## src/rtl/div_pkg.sv

```systemverilog
// Shared types and constants for the sequential restoring divider.
package div_pkg;

  typedef enum logic [1:0] {
    IDLE = 2'd0,
    CALC = 2'd1,
    DONE = 2'd2
  } state_t;

  localparam int unsigned DIV_WIDTH = 16;

  // Quotient reported when the divisor is zero
  localparam logic [DIV_WIDTH-1:0] QUOT_ON_ZERO = '1;

endpackage

```

## src/rtl/div_trial_sub.sv

```systemverilog
// Trial subtractor a + ~b + 1; carry-out set means a >= b (no borrow).
module div_trial_sub #(
  parameter int unsigned W = 17
) (
  input  logic [W-1:0] a,
  input  logic [W-1:0] b,
  output logic [W-1:0] diff,
  output logic         no_borrow
);

  logic [W:0] sum;

  assign sum       = {1'b0, a} + {1'b0, ~b} + (W + 1)'(1);
  assign diff      = sum[W-1:0];
  assign no_borrow = sum[W];

endmodule

```

## src/rtl/seq_divider16.sv

```systemverilog
// Iterative restoring divider, one quotient bit per cycle, start/busy/done handshake.
// Optional DIV_SIGNED_EN adds sign_mode (two's complement, truncating) with one fix-up cycle.
module seq_divider16
  import div_pkg::*;
#(
  parameter int unsigned WIDTH = DIV_WIDTH,
  parameter int unsigned CNT_W = 5
) (
  input  logic             clk,
  input  logic             rst_n,
  input  logic             start,
  input  logic [WIDTH-1:0] dividend,
  input  logic [WIDTH-1:0] divisor,
`ifdef DIV_SIGNED_EN
  input  logic             sign_mode,
`endif
  output logic             busy,
  output logic             done,
  output logic [WIDTH-1:0] quotient,
  output logic [WIDTH-1:0] remainder,
  output logic             div_by_zero
);

  localparam int unsigned RW = WIDTH + 1;

  state_t           state;
  logic [WIDTH-1:0] q_reg;
  logic [WIDTH-1:0] d_reg;
  logic [RW-1:0]    r_reg;
  logic [CNT_W-1:0] cnt;

  logic [RW-1:0]    shift;
  logic [RW-1:0]    trial;
  logic             no_borrow;
  logic [RW-1:0]    r_next;
  logic [WIDTH-1:0] q_next;

  // Shift in the next dividend bit and compare against the divisor
  assign shift  = RW'({r_reg, q_reg[WIDTH-1]});
  assign r_next = no_borrow ? trial : shift;
  assign q_next = {q_reg[WIDTH-2:0], no_borrow};

  div_trial_sub #(.W(RW)) u_trial (
    .a         (shift),
    .b         ({1'b0, d_reg}),
    .diff      (trial),
    .no_borrow (no_borrow)
  );

`ifdef DIV_SIGNED_EN
  logic             a_neg, b_neg;
  logic [WIDTH-1:0] a_mag, b_mag;
  logic             neg_q, neg_r;

  assign a_neg = sign_mode & dividend[WIDTH-1];
  assign b_neg = sign_mode & divisor[WIDTH-1];
  assign a_mag = a_neg ? -dividend : dividend;
  assign b_mag = b_neg ? -divisor : divisor;
`endif

  always_ff @(posedge clk or negedge rst_n) begin
    if (!rst_n) begin
      state       <= IDLE;
      busy        <= 1'b0;
      done        <= 1'b0;
      quotient    <= '0;
      remainder   <= '0;
      div_by_zero <= 1'b0;
      q_reg       <= '0;
      d_reg       <= '0;
      r_reg       <= '0;
      cnt         <= '0;
`ifdef DIV_SIGNED_EN
      neg_q       <= 1'b0;
      neg_r       <= 1'b0;
`endif
    end else begin
      case (state)
        IDLE: begin
          if (start) begin
            busy <= 1'b1;
            if (divisor == '0) begin
              state       <= DONE;
              done        <= 1'b1;
              quotient    <= WIDTH'(QUOT_ON_ZERO);
              remainder   <= dividend;
              div_by_zero <= 1'b1;
            end else begin
              state <= CALC;
              r_reg <= '0;
              cnt   <= CNT_W'(WIDTH);
`ifdef DIV_SIGNED_EN
              q_reg <= a_mag;
              d_reg <= b_mag;
              neg_q <= a_neg ^ b_neg;
              neg_r <= a_neg;
`else
              q_reg <= dividend;
              d_reg <= divisor;
`endif
            end
          end
        end

        CALC: begin
`ifdef DIV_SIGNED_EN
          // Counter at zero marks the extra sign fix-up cycle
          if (cnt == '0) begin
            state       <= DONE;
            done        <= 1'b1;
            quotient    <= neg_q ? -q_reg : q_reg;
            remainder   <= neg_r ? -r_reg[WIDTH-1:0] : r_reg[WIDTH-1:0];
            div_by_zero <= 1'b0;
          end else begin
            q_reg <= q_next;
            r_reg <= r_next;
            cnt   <= cnt - CNT_W'(1);
          end
`else
          q_reg <= q_next;
          r_reg <= r_next;
          cnt   <= cnt - CNT_W'(1);
          if (cnt == CNT_W'(1)) begin
            state       <= DONE;
            done        <= 1'b1;
            quotient    <= q_next;
            remainder   <= r_next[WIDTH-1:0];
            div_by_zero <= 1'b0;
          end
`endif
        end

        DONE: begin
          state <= IDLE;
          done  <= 1'b0;
          busy  <= 1'b0;
        end

        default: begin
          state <= IDLE;
          done  <= 1'b0;
          busy  <= 1'b0;
        end
      endcase
    end
  end

endmodule

```

## config.mk

```make
export PLATFORM = sky130hd
export DESIGN_NAME = seq_divider16
export DESIGN_NICKNAME = d
export VERILOG_FILES = /design/src/rtl/div_pkg.sv /design/src/rtl/div_trial_sub.sv /design/src/rtl/seq_divider16.sv
export SDC_FILE = /design/constraint.sdc
export NUM_CORES = 1
export LEC_CHECK = 0
export ABC_AREA = 1
export BUFFER_PORTS_ARGS = -buffer_cell sky130_fd_sc_hd__buf_2
export CORE_ASPECT_RATIO = 1.25
export CORE_MARGIN = 2
export CORE_UTILIZATION = 45
export CTS_CLUSTER_DIAMETER = 30
export CTS_CLUSTER_SIZE = 12
export DETAILED_ROUTE_END_ITERATION = 12
export PLACE_DENSITY_LB_ADDON = 0.08
export SYNTH_ARGS = -nofsm -noshare
export SYNTH_HDL_FRONTEND = slang
export SYNTH_HIERARCHICAL = 1
export SYNTH_SLANG_ARGS = --single-unit
```

## constraint.sdc

```tcl
create_clock -name clk -period 5.8 [get_ports clk]
set_input_delay 1.16 -clock clk [delete_from_list [all_inputs] [get_ports clk]]
set_output_delay 1.16 -clock clk [all_outputs]
set_load 0.1 [all_outputs]
```

# Word level (Yosys, flattened, before mapping)
# Cells that the tools add are included.
# word_totals
reg_bits,90
latch_bits,0
ramBits,0
mem_bits_ro,0
input_bits,35
out_inout_bits,35
wordCells,61
mem_count,0
# classes
addsub,3
n_mul,0
n_div,0
magnitude_cmp,0
eq_ne,6
n_shift,0
muxes,30
bitwise,3
n_reduce_logical,9
# op_table
op,count
16-bit 2-to-1 mux,11
16-bit case mux with 2 select lines,4
17-bit by 17-bit adder with 18-bit output,1
18-bit by 1-bit adder with 18-bit output (second input constant),1
16-bit NOT with 17-bit output,1
16-bit zero test,1
5-bit 2-to-1 mux,2
5-bit case mux with 2 select lines,1
3-bit AND reduction,3
2-bit inequality test (second input constant),4
2-bit 2-to-1 mux,3
1-bit case mux with 2 select lines,3
5-bit by 1-bit == test with 1-bit output (second input constant),1
1-bit 2-to-1 mux,5
5-bit by 1-bit subtractor with 5-bit output (second input constant),1
2-bit case mux with 2 select lines,1
2-bit AND reduction,2
4-bit AND reduction,1
2-bit by 1-bit == test with 1-bit output (second input constant),1
2-bit zero test,1
1-bit NOT,2
2-bit nonzero test,1

# Depth between registers and ports, before layout
# logic_depth
depth_word,6
depth_mapped,20
depth_no_buf,18

# Cells and area by module
# Netlist, hierarchy kept.
# modules_own_cells
mod,instances,cells_per_inst,area_per_inst_um2,seq_area_each_um2
seq_divider16,1,558,4255.3,2252.2
div_trial_sub,1,226,1104.8,0.0

# Worst setup path before layout
# OpenSTA, ideal clock, no wires.
# synth_path
path_kind,register to register
from,reg r_reg[3]
to,reg remainder[10]
setup_ps,122
arrival_time_ps,2071
required_ps,5678
setup_slack_ps,3607
stages_incl_launch_ff,19
path_cell_list,dfrtp_1 > ha_1 > nand2_1 > inv_1 > nand3_1 > nand2_1 > nand2_1 > nand2_1 > nand2_1 > nand2_1 > buf_2 > clkinv_1 > buf_2 > nand2_1 > nand2_1 > nand2_1 > nand2_1 > nand3_1 > nand2_1
# synth_via
elab_chain_len,5
# synth_rtl
item,line_no,text
start: declaration,seq_divider16.sv:29,logic [RW-1:0] r_reg;
start signal: assignment,seq_divider16.sv:121,r_reg <= r_next;
17-bit by 17-bit adder with 18-bit output,div_trial_sub.sv:13,"assign sum = {1'b0, a} + {1'b0, ~b} + (W + 1)'(1);"
18-bit by 1-bit adder with 18-bit output,div_trial_sub.sv:13,
net no_borrow,seq_divider16.sv:34,logic no_borrow;
16-bit 2-to-1 mux,seq_divider16.sv:40,assign r_next = no_borrow ? trial : shift;
16-bit 2-to-1 mux,seq_divider16.sv:123,if (cnt == CNT_W'(1)) begin
16-bit case mux with 2 select lines,seq_divider16.sv:78,case (state)
end signal: assignment,seq_divider16.sv:86,remainder <= dividend;
end signal: assignment,seq_divider16.sv:127,remainder <= r_next[WIDTH-1:0];
end: declaration,seq_divider16.sv:20,"output logic [WIDTH-1:0] remainder,"
# The timed path passes the listed nets, and every way through them passes these cells. The select of a mux whose other input is x is not followed.
# A chain may end at the register's enable or synchronous reset.

# Worst setup path in the final report
# layout_path
from,reg state[1]
to,reg remainder[4]
# layout_via
elab_chain_len,3
elab_cells_between_ends,8
classes_between,4 x eq/ne; 1 x mux; 3 x reduce/logical
# layout_rtl
item,line_no,text
start: declaration,seq_divider16.sv:26,state_t state;
start signal: assignment,seq_divider16.sv:63,state <= IDLE;
start signal: assignment,seq_divider16.sv:83,state <= DONE;
start signal: assignment,seq_divider16.sv:89,state <= CALC;
2-bit by 1-bit == test with 1-bit output / 2-bit zero test (equally long branches),seq_divider16.sv:78,
2-bit inequality test (no line) / 2-bit nonzero test (equally long branches),-,
4-bit AND reduction (no line),-,
# Parallel ways exist; a longest one is shown, timed or not.

==> reports/metrics.cfg <==
[setup_path]
end_kind=register
rrSetupSlack_ps=2680
crit_slowest_cell=a21oi_4
critPathLaunchType=register
critPathTopFamily=simple AND/OR/NAND/NOR gates
arrival_ps=3350
timing_worst_setup_path_type=register to register
slowest_delay_ps=910
path_buf_inv=2
path_cells=inv_2, nand2_2, inv_2, a21oi_4, nand2_4, nand2_1, nand2_1
cp_max_fo=38
crit_required_ps=6030

[yosys]
synth.cell_area_sq_mm=0.00530
synth_cells=771
synth_nets=826
synth.avg_cell_area_sq_um=6.88
ys.warnings.count=6

[global_route]
grtUsageMet2=0.408
grt_pass1_wl_um=23500
top_usage_layer=met2
grt_antenna_before_repair=0
grt_max_degree=49
grt_pass1_vias=4989
grt.met3_usage=0.0425
grt_overflow_total=0
met1_usage=0.291
gr-usage-all-layers=0.236

[drt]
drtAntennaViolNets=0
avgRoutedWirePerCell_um=14.3
drcViolationCount=0
vias=4852
drt-initial-drc-count=223
routed_wl_um=13800
via_per_inst=5.02
dr.pass1.iters=5

[layout]
diodes=0
drive_gt1_frac=0.125
area_growth_pct=11.9
nNetsFinal=880
fin_area_sq_mm=0.00593
finalNonFillerCells=967

[clock_tree]
post_cts_buffers=0
clock_sinks=90
cts_hold_buf=0
clk_pin_slew_ps=70
cts-resized-gates=0
cts_inserted_buffers=9
cts_max_level=3
cts_tree=done
root_buffer=clkbuf_16
cts_buffer_depth=2
clk_latency_ps=350

[timing]
slew_violations=0
setup_viol=0
rsz0062_at_grt=false
fin_hold_ws_ps=467
fin_crit_ps=3120
tightest_slew_ps=997
hold_viol=0
fmax_ghz=0.321
fin_setup_tns_ps=0
timing.final.crit_share=0.537
slew_headroom=0.334
skew_ps=11.4

[die]
start_util=0.459
design.die.area_sq_mm=0.0127
row_count=44
die_y_um=125
ioPinCount=70
die_x_um=101
coreArea_sq_mm=0.0116

[placement]
place_inst=952
hpwl_um=10100
routabilityCongestion=0.873
place.port_buffers=69
dpl-instance-area_sq_mm=0.00567

[status]
status=complete, no violations

[run]
cap_violations=0

[hold_path]
hold_path.class=register to register

placed cells by master, fill, tap and decap left out, drive strengths merged:
cell type,instances
nand3b,1
clkinv,4
nor3,6
a21oi,11
clkinvlp,2
nand2,395
fa,1
inv,87
clkbuf,9
nand3,82
xnor2,2
dfrtp,90
ha,19
xor2,5
nor2,21
conb,1
or2,4
buf,70
o21ai,18
a21o,1
worst register-to-register path, delay by kind of cell (launching register included):
| family | cells | cell delay (ps) |
|---|---|---|
| AO/OA/AOI/OAI | 1 | 910 |
| buffers and inverters | 2 | 550 |
| flip-flops | 1 | 390 |
| AND/OR/NAND/NOR | 4 | 1140 |
final timing paths:
check                              start             to  cells past startpoint
max                             state[1]   remainder[4]                      7
min                        remainder[11]  remainder[11]                      2
max reg2reg                     state[1]   remainder[4]                      7
min reg2reg                remainder[11]  remainder[11]                      2
max in group asynchronous          rst_n  remainder[11]                      2
min in group asynchronous          rst_n      d_reg[12]                      1
metal layers:
| metal | up-vias | wire length, um | share of wire |
|---|---|---|---|
| met3 | 23 | 382 | 0.028 |
| li1 | 2461 | - | - |
| met2 | 89 | 7130 | 0.52 |
| met5 | - | 0 | 0 |
| met4 | 0 | 364 | 0.026 |
| met1 | 2279 | 5960 | 0.43 |
final cells by class:
type / count / area (sq um)
repair buffers: 70 / 355
fillers: 1175 / 5630
inverters: 87 / 327
well taps: 138 / 173
multi-input cells: 567 / 2560
clock buffers: 9 / 225
flip-flops and latches: 90 / 2250
clock inverters: 6 / 42.5
per-stage QoR:
stage                     setup WS [ps]   util
after floorplan                    3610      -
after global placement             2540  0.490
after detailed placement           2460  0.490
after CTS                          2630  0.513
after global routing               2360  0.513
final                              2680  0.513
Power is not shown: default switching activity piles up to over one toggle a cycle in this logic, so the estimate is an artifact.
